$ cat config.mk
export PLATFORM = sky130hd
export DESIGN_NAME = product_accumulator_flat
export DESIGN_NICKNAME = d
export VERILOG_FILES = /design/src/rtl/mac_pkg.sv /design/src/rtl/product_accumulator_if.sv /design/src/rtl/sat_add.sv /design/src/rtl/product_accumulator.sv /design/src/flat_wrapper.sv
export SDC_FILE = /design/constraint.sdc
export NUM_CORES = 1
export LEC_CHECK = 0
export ABC_AREA = 1
export CORE_MARGIN = 4
export CORE_UTILIZATION = 30
export CTS_BUF_LIST = sky130_fd_sc_hd__clkbuf_8
export DETAILED_ROUTE_END_ITERATION = 10
export GPL_TIMING_DRIVEN = 0
export PLACE_DENSITY = 0.61
export SYNTH_ARGS = -nofsm -noshare
export SYNTH_HDL_FRONTEND = slang
export SYNTH_SLANG_ARGS = --single-unit
$ cat constraint.sdc
create_clock -name clk -period 2.1 [get_ports clk]
set_clock_uncertainty 0.15 [all_clocks]
set_input_delay 0.21 -clock clk [delete_from_list [all_inputs] [get_ports clk]]
set_output_delay 0.21 -clock clk [all_outputs]
set_load 0.03 [all_outputs]
$ cat src/rtl/mac_pkg.sv
// Shared types and helpers for the product accumulator slice.
package mac_pkg;

    typedef enum logic {
        ACCUM,
        HOLD
    } acc_state_t;

    function automatic int cnt_w(input int max_len);
        return $clog2(max_len + 1);
    endfunction

endpackage

$ cat src/rtl/product_accumulator_if.sv
// Product-in / result-out valid/ready bundle.
interface product_accumulator_if
    import mac_pkg::*;
#(
    parameter int N     = 4,
    parameter int ACC_W = 16,
    parameter int CW    = cnt_w(8)
);

    logic             in_valid;
    logic             in_ready;
    logic [2*N-1:0]   in_product;
    logic             in_last;
    logic             out_valid;
    logic             out_ready;
    logic [ACC_W-1:0] out_sum;
    logic [CW-1:0]    out_count;
    logic             out_ovf;

    modport master (
        output in_valid,
        output in_product,
        output in_last,
        output out_ready,
        input  in_ready,
        input  out_valid,
        input  out_sum,
        input  out_count,
        input  out_ovf
    );

    modport slave (
        input  in_valid,
        input  in_product,
        input  in_last,
        input  out_ready,
        output in_ready,
        output out_valid,
        output out_sum,
        output out_count,
        output out_ovf
    );

endinterface

$ cat src/rtl/sat_add.sv
// Zero-extending adder that clamps to all-ones on carry-out.
module sat_add #(
    parameter int W_A = 16,
    parameter int W_B = 8
) (
    input  logic [W_A-1:0] a,
    input  logic [W_B-1:0] b,
    output logic [W_A-1:0] sum,
    output logic           carry
);

    logic [W_A:0] s;

    assign s     = {1'b0, a} + {{(W_A + 1 - W_B){1'b0}}, b};
    assign carry = s[W_A];
    assign sum   = carry ? '1 : s[W_A-1:0];

endmodule

$ cat src/rtl/product_accumulator.sv
// Saturating multiply-accumulate back end: sums a vector of products
// and holds the result until the consumer takes it.
module product_accumulator
    import mac_pkg::*;
#(
    parameter int N       = 4,
    parameter int ACC_W   = 16,
    parameter int MAX_LEN = 8
) (
    input  logic                 clk,
    input  logic                 rst_n,
    input  logic                 clr,
    product_accumulator_if.slave bus
);

    localparam int CW = cnt_w(MAX_LEN);

    generate
        if (ACC_W < 2 * N) begin : g_bad_acc_w
            $error("product_accumulator: ACC_W must be >= 2*N");
        end
        if (MAX_LEN < 1) begin : g_bad_max_len
            $error("product_accumulator: MAX_LEN must be >= 1");
        end
    endgenerate

    acc_state_t       state_q;
    acc_state_t       state_d;
    logic [ACC_W-1:0] acc_q;
    logic [ACC_W-1:0] acc_d;
    logic [ACC_W-1:0] sat_sum;
    logic [CW-1:0]    cnt_q;
    logic [CW-1:0]    cnt_d;
    logic             ovf_q;
    logic             ovf_d;
    logic             carry;
    logic             accept;

    sat_add #(
        .W_A (ACC_W),
        .W_B (2 * N)
    ) u_add (
        .a     (acc_q),
        .b     (bus.in_product),
        .sum   (sat_sum),
        .carry (carry)
    );

    assign accept        = bus.in_valid && (state_q == ACCUM);
    assign bus.in_ready  = rst_n && (state_q == ACCUM);
    assign bus.out_valid = (state_q == HOLD);
    assign bus.out_sum   = acc_q;
    assign bus.out_count = cnt_q;
    assign bus.out_ovf   = ovf_q;

    always_comb begin
        state_d = state_q;
        acc_d   = acc_q;
        cnt_d   = cnt_q;
        ovf_d   = ovf_q;
        unique case (state_q)
            ACCUM: begin
                if (accept) begin
                    acc_d = sat_sum;
                    ovf_d = ovf_q | carry;
                    cnt_d = cnt_q + CW'(1);
                    // in_last on the MAX_LEN-th term still closes only once
                    if (bus.in_last || cnt_d == CW'(MAX_LEN)) begin
                        state_d = HOLD;
                    end
                end
            end
            HOLD: begin
                if (bus.out_ready) begin
                    state_d = ACCUM;
                    acc_d   = '0;
                    cnt_d   = '0;
                    ovf_d   = 1'b0;
                end
            end
            default: state_d = ACCUM;
        endcase
        if (clr) begin
            state_d = ACCUM;
            acc_d   = '0;
            cnt_d   = '0;
            ovf_d   = 1'b0;
        end
    end

    always_ff @(posedge clk or negedge rst_n) begin
        if (!rst_n) begin
            state_q <= ACCUM;
            acc_q   <= '0;
            cnt_q   <= '0;
            ovf_q   <= 1'b0;
        end else begin
            state_q <= state_d;
            acc_q   <= acc_d;
            cnt_q   <= cnt_d;
            ovf_q   <= ovf_d;
        end
    end

endmodule
$ cat src/flat_wrapper.sv
// flat-port wrapper written by rule: the top's interface ports become plain ports
module product_accumulator_flat import mac_pkg::*;
#(
    parameter int N       = 4,
    parameter int ACC_W   = 16,
    parameter int MAX_LEN = 8
)
  (clk, rst_n, clr, bus_in_valid, bus_in_product, bus_in_last, bus_out_ready, bus_in_ready, bus_out_valid, bus_out_sum, bus_out_count, bus_out_ovf);
  product_accumulator_if #(.N(N), .ACC_W(ACC_W)) bus_i ();
  input  logic clk;
  input  logic rst_n;
  input  logic clr;
  input wire logic [$bits(bus_i.in_valid)-1:0] bus_in_valid;
  input wire logic [$bits(bus_i.in_product)-1:0] bus_in_product;
  input wire logic [$bits(bus_i.in_last)-1:0] bus_in_last;
  input wire logic [$bits(bus_i.out_ready)-1:0] bus_out_ready;
  output wire logic [$bits(bus_i.in_ready)-1:0] bus_in_ready;
  output wire logic [$bits(bus_i.out_valid)-1:0] bus_out_valid;
  output wire logic [$bits(bus_i.out_sum)-1:0] bus_out_sum;
  output wire logic [$bits(bus_i.out_count)-1:0] bus_out_count;
  output wire logic [$bits(bus_i.out_ovf)-1:0] bus_out_ovf;
  assign bus_i.in_valid = bus_in_valid;
  assign bus_i.in_product = bus_in_product;
  assign bus_i.in_last = bus_in_last;
  assign bus_i.out_ready = bus_out_ready;
  assign bus_in_ready = bus_i.in_ready;
  assign bus_out_valid = bus_i.out_valid;
  assign bus_out_sum = bus_i.out_sum;
  assign bus_out_count = bus_i.out_count;
  assign bus_out_ovf = bus_i.out_ovf;
  product_accumulator #(.N(N), .ACC_W(ACC_W), .MAX_LEN(MAX_LEN)) u_core (.clk(clk), .rst_n(rst_n), .clr(clr), .bus(bus_i));
endmodule
# Word level (Yosys, flattened, before mapping)
# Index checks and enable logic that the tools add are counted.
totals:
  ff_bits: 22
  in_bits: 14
  out_inout_bits: 23
op_classes:
  add_sub_neg: 2
  n_eq_ne: 3
  n_mux: 18
  bitwise_logic: 2
  n_reduce_logical: 4
ops:
  columns: ["cell", "count"]
  rows:
  - ["two-way mux 16 bit", 4]
  - ["one-hot mux 16 bit (2 select lines)", 1]
  - ["adder 16 x 8 -> 17 bit", 1]
  - ["two-way mux 4 bit", 3]
  - ["one-hot mux 4 bit (2 select lines)", 1]
  - ["two-way mux 1 bit", 7]
  - ["adder 4 x 1 -> 4 bit, second input constant", 1]
  - ["equality test 4 bit, second input constant", 1]
  - ["one-hot mux 1 bit (2 select lines)", 2]
  - ["inequality test 3 x 2 -> 1 bit, second input constant", 1]
  - ["inequality test 3 bit, second input constant", 1]
  - ["logical AND 1 bit", 2]
  - ["AND reduction 2 bit", 1]
  - ["logical OR 1 bit", 1]
  - ["inverter 1 bit", 1]
  - ["bitwise OR 1 bit", 1]

# Logic depth before layout (Yosys ltp)
logic_depth:
  depth_word: 7
  mapped_depth: 12

# Hierarchy
# A second synthesis with hierarchy kept.
hier_totals:
  hier_cells: 263
  hier_area_um2: 1858.0
modules_own_cells:
  columns: ["mod", "n_inst", "cells_each", "area_each_um2", "seq_area_each_um2"]
  rows:
  - ["product_accumulator", 1, 111, 1014.7, 550.5]
  - ["sat_add", 1, 152, 843.3, 0.0]

# Least setup slack after synthesis
# OpenSTA, ideal clock, no wires.
synth_timing:
  kind: "reg2reg"
  from: "register u_core.acc_q[0], in the netlist u_core.bus.out_sum[0]"
  to: "register u_core.acc_q[8], in the netlist u_core.bus.out_sum[8]"
  setup_time_ns: 0.119
  arrival_time_ns: 1.859
  required_time_ns: 1.831
  path_slack_ns: -0.029
  stages_incl_launch_ff: 12
  period_less_slack_ns: 2.129
  cell_sequence: "dfrtp_1 -> ha_1 -> fa_1 -> nand2_1 -> nand2_1 -> and2_4 -> nand2_2 -> nand2_2 -> nand3_4 -> inv_8 -> o21ai_2 -> nand2_1"
synth_via:
  elab_chain_cells: 5
synth_rtl:
  columns: ["element", "line_no", "text"]
  rows:
  - ["start: declaration", "product_accumulator.sv:29", "logic [ACC_W-1:0] acc_q;"]
  - ["start signal: assignment", "product_accumulator.sv:94", "acc_q <= '0;"]
  - ["start signal: assignment", "product_accumulator.sv:99", "acc_q <= acc_d;"]
  - ["adder 16 x 8 -> 17 bit", "sat_add.sv:14", "assign s = {1'b0, a} + {{(W_A + 1 - W_B){1'b0}}, b};"]
  - ["two-way mux 16 bit", "sat_add.sv:16", "assign sum = carry ? '1 : s[W_A-1:0];"]
  - ["two-way mux 16 bit", "product_accumulator.sv:63", "if (accept) begin"]
  - ["one-hot mux 16 bit (2 select lines)", "product_accumulator.sv:61", "unique case (state_q)"]
  - ["two-way mux 16 bit", "product_accumulator.sv:83", "if (clr) begin"]
# No other way between the ends. The select of a mux whose other input is x is not followed.
# A chain may end at the register's enable or synchronous reset.

# Worst setup path in the final report
layout_timing:
  from: "register u_core.acc_q[0], in the netlist u_core.bus.out_sum[0]"
  to: "register u_core.acc_q[3], in the netlist u_core.bus.out_sum[3]"
# The elaborated chain is that of the path after synthesis.

==> results.tsv <==
stage	metric	value	unit
power_and_ir_drop	switching_power	404	uW
final_layout	instances_no_fill	349	
worst_hold_path	hp-class	in2reg	
yosys	synth_area	0.00164	mm2
run	maxCapViolCount	0	
drt	drt-pass1-iter-count	4	
power_and_ir_drop	swShare	34.2	%
timing	setup_viol	0	
final_layout	drive_above_1_share	12.5	%
global_route	grt.total_usage	13.1	%
worst_setup_path	start_kind	flip-flop	
worst_setup_path	cp_common_cell	nand2_1	
clock_network	path_clk_slew	0.08	ns
yosys	yosysSeqAreaShare	33.5	%
yosys	synthXorXnorAreaFrac	3.73	%
power_and_ir_drop	intPower	778	uW
die	dieHeight	82	um
power_and_ir_drop	p_seq_share	40.2	%
die	coreArea	0.00520	mm2
drt	vias	1609	
clock_network	htreeDepth	1	
drt	wirelength	4080	um
worst_setup_path	r2r_setup_slack	0.05	ns
yosys	synth_top_family_by_area	simple AND/OR/NAND/NOR gates	
worst_setup_path	worst_setup_path_end_kind	flip-flop	
place	hpwl	3140	um
timing	setup_slack	0.0531	ns
worst_setup_path	crit_fanout	5	
place	place_congestion	0.827	
global_route	grt_overflow	0	
timing	rsz0062_at_grt	true	
place	pre_cts_slack	-0.611	ns
final_layout	area_growth	36.5	%
timing	slew_headroom	32.5	%
yosys	avgSynthCellArea	7.05	um2
power_and_ir_drop	p_leak	1.15	nW
place	port_buffers	36	
clock_network	tritoncts	built	
power_and_ir_drop	ir_drop	0.278	mV
drt	drt_iter0_markers	53	
power_and_ir_drop	powerDensity	527	mW/mm2
final_layout	final_nets	304	
die	die_area	0.00672	mm2
yosys	syn-num-nets	257	
clock_network	clk_latency	0.26	ns
worst_setup_path	crit_chain	ha_4 -> fa_2 -> nand2_1 -> nand2_1 -> and2_4 -> nand2_4 -> nand2_4 -> nand3_4 -> clkinv_8 -> o21ai_2 -> nand2_1	
timing	slew_violations	0	
drt	vias_per_cell	4.61	
timing	post-route-period-util	97.5	%
timing	holdWs	0.360	ns
timing	timing.fmax	489	MHz
yosys	synth_compound_area_share	10.8	%
place	placed_cell_area	0.00209	mm2
worst_setup_path	path_delay_family	simple AND/OR/NAND/NOR gates	
status	outcome	finished, final reports clean	
global_route	grt_pass1_wl	6840	um
drt	wl_per_cell	11.7	um
drt	detail-route-antenna-nets	0	
worst_setup_path	arrival	2.06	ns
global_route	grt_max_degree	23	
power_and_ir_drop	p_clk_share	26.6	%
timing	tns	0	ns
drt	drc	0	
global_route	grt_pass1_vias	1495	
die	ioPinCount	37	
timing	hold_violations	0	
timing	tightestPinTransition	1.01	ns
worst_setup_path	crit_required	2.11	ns
yosys	yosys_warnings	0	
yosys	synthAdderAreaFrac	8.07	%
yosys	ys_seq_elements	22	
clock_network	cts_max_path_buffers	2	
final_layout	fin_util	43.1	%
clock_network	clock-root-buffer	clkbuf_8	
die	die_w	82	um
clock_network	cts-buffers-inserted	3	
clock_network	cts.sinks	22	
power_and_ir_drop	combPwrFrac	33.2	%
final_layout	nFillCells	540	
global_route	antenna_found_initial	0	
yosys	syn_inst	233	
yosys	synthSimpleGateAreaFrac	36.0	%
die	start_util	31.6	%
power_and_ir_drop	design_power_total	1.18	mW
place	dp.cells	339	
die	core.rowCount	26	
worst_setup_path	cp.buffers_inverters	1	
worst_setup_path	slowest_stage	dfrtp_2	
yosys	synth.distinct_cells	29	
worst_setup_path	critPathMaxStageDelay	0.43	ns
worst_setup_path	critPathKind	reg2reg	
yosys	synthMuxAreaShare	0	%
final_layout	final_cell_area	0.00224	mm2
final_layout	antenna_cells	0	
timing	min_period	2.05	ns
cell type report:
class	instances	area (um2)	share of cell area [%]
plain buffers	3	12.5	0.558
clock buffers	4	55.1	2.46
inverters	29	121	5.41
multi-input cells	180	1010	45.1
flip-flops and latches	22	552	24.6
well taps	70	87.6	3.91
repair buffers	40	394	17.6
repair inverters	1	8.76	0.391
state kept, by name, indices dropped and copies added, names as in the netlist:
signal and flops:
u_core.bus.out_valid 1, u_core.bus.out_sum 16, u_core.bus.out_ovf 1, u_core.bus.out_count 4
worst paths after layout:
kind                                                   startpoint                                end  depth (start not counted)
worst max-delay path            u_core.bus.out_sum[0]$_DFFE_PN0P_  u_core.bus.out_sum[3]$_DFFE_PN0P_                         11
worst min-delay path                                  bus_in_last     u_core.bus.out_valid$_DFF_PN0_                          3
worst max register to register  u_core.bus.out_sum[0]$_DFFE_PN0P_  u_core.bus.out_sum[3]$_DFFE_PN0P_                         11
worst min register to register  u_core.bus.out_sum[4]$_DFFE_PN0P_  u_core.bus.out_sum[4]$_DFFE_PN0P_                          2
max in group asynchronous                                   rst_n  u_core.bus.out_sum[0]$_DFFE_PN0P_                          2
min in group asynchronous                                   rst_n  u_core.bus.out_sum[9]$_DFFE_PN0P_                          2
power groups by stage:
| stage | clock [mW] | sequential, mW | combinational, mW |
|---|---|---|---|
| 2_1_floorplan | 0 | 0.526 | 0.197 |
| 3_3_place_gp | 0 | 0.482 | 0.369 |
| 3_5_place_dp | 0 | 0.482 | 0.371 |
| 4_1_cts | 0.323 | 0.474 | 0.378 |
| 5_1_grt | 0.339 | 0.480 | 0.434 |
| 6_report | 0.314 | 0.475 | 0.392 |
cell usage in the layout (no fill, tap or decap), types with 2 or more instances in the layout:
cell	instances
o21ai_2	8
or2_1	2
nor2_2	2
dfrtp_1	21
nand3_1	14
xor2_1	6
ha_1	8
clkbuf_8	4
nand3b_1	2
a21oi_1	5
buf_4	3
nand2_1	92
nand2_4	2
inv_1	28
o21ai_0	8
nand4_1	3
nand2_2	2
clkdlybuf4s50_1	35
nor2_1	13
worst reg2reg max path: stages (launching register included):
cell	delay (ns)
dfrtp_2	0.43
ha_4	0.17
fa_2	0.34
nand2_1	0.08
nand2_1	0.07
and2_4	0.15
nand2_4	0.07
nand2_4	0.07
nand3_4	0.13
clkinv_8	0.09
o21ai_2	0.14
nand2_1	0.06
synth_stat cells:
cell	n	area (um2)
nand3_1	14	70.1
o21bai_2	1	11.3
and2_1	1	6.26
nor2_2	1	6.26
fa_1	1	20.0
nor3_4	1	16.3
buf_2	1	5.00
dfrtp_1	22	551
or2_1	2	12.5
o21ai_2	9	78.8
o21ai_1	1	5.00
nor2_1	14	52.6
a21oi_2	1	8.76
nand3_4	1	17.5
a22o_1	1	8.76
inv_1	28	105
buf_1	1	3.75
o21ai_0	8	40.0
nand2_2	3	18.8
nand2_1	93	349
xor2_1	6	52.6
inv_8	1	11.3
a21oi_1	5	25.0
nand4_1	3	18.8
ha_1	9	113
clkbuf_1	1	3.75
nand3b_1	2	15.0
xnor2_1	1	8.76
and2_4	1	8.76
per-layer routing:
layer / routed length (um) / vias to the layer above / track usage [%]
met4: 44 / 0 / 4.32
met5: 0 / - / 0
met1: 2060 / 749 / 17.9
li1: - / 832 / -
met3: 157 / 4 / 1.86
met2: 1830 / 24 / 21.2
cells by family after synthesis:
logic type               Yosys count
AND/OR/NAND/NOR                  136
buffers and inverters             32
XOR/XNOR                           7
AO/OA/AOI/OAI                     26
adder cells (fa/ha/maj)           10
flip-flops                        22
timing repair:
action	4_1_cts	5_1_grt
gates resized for setup	5	7
hold buffers	1	0
endpoints found under the setup margin	17	14
buffers inserted	1	2
pin swaps	0	2
endpoints found under the hold margin	22	0
cloned	0	2
(Power assumes the default switching activity.)
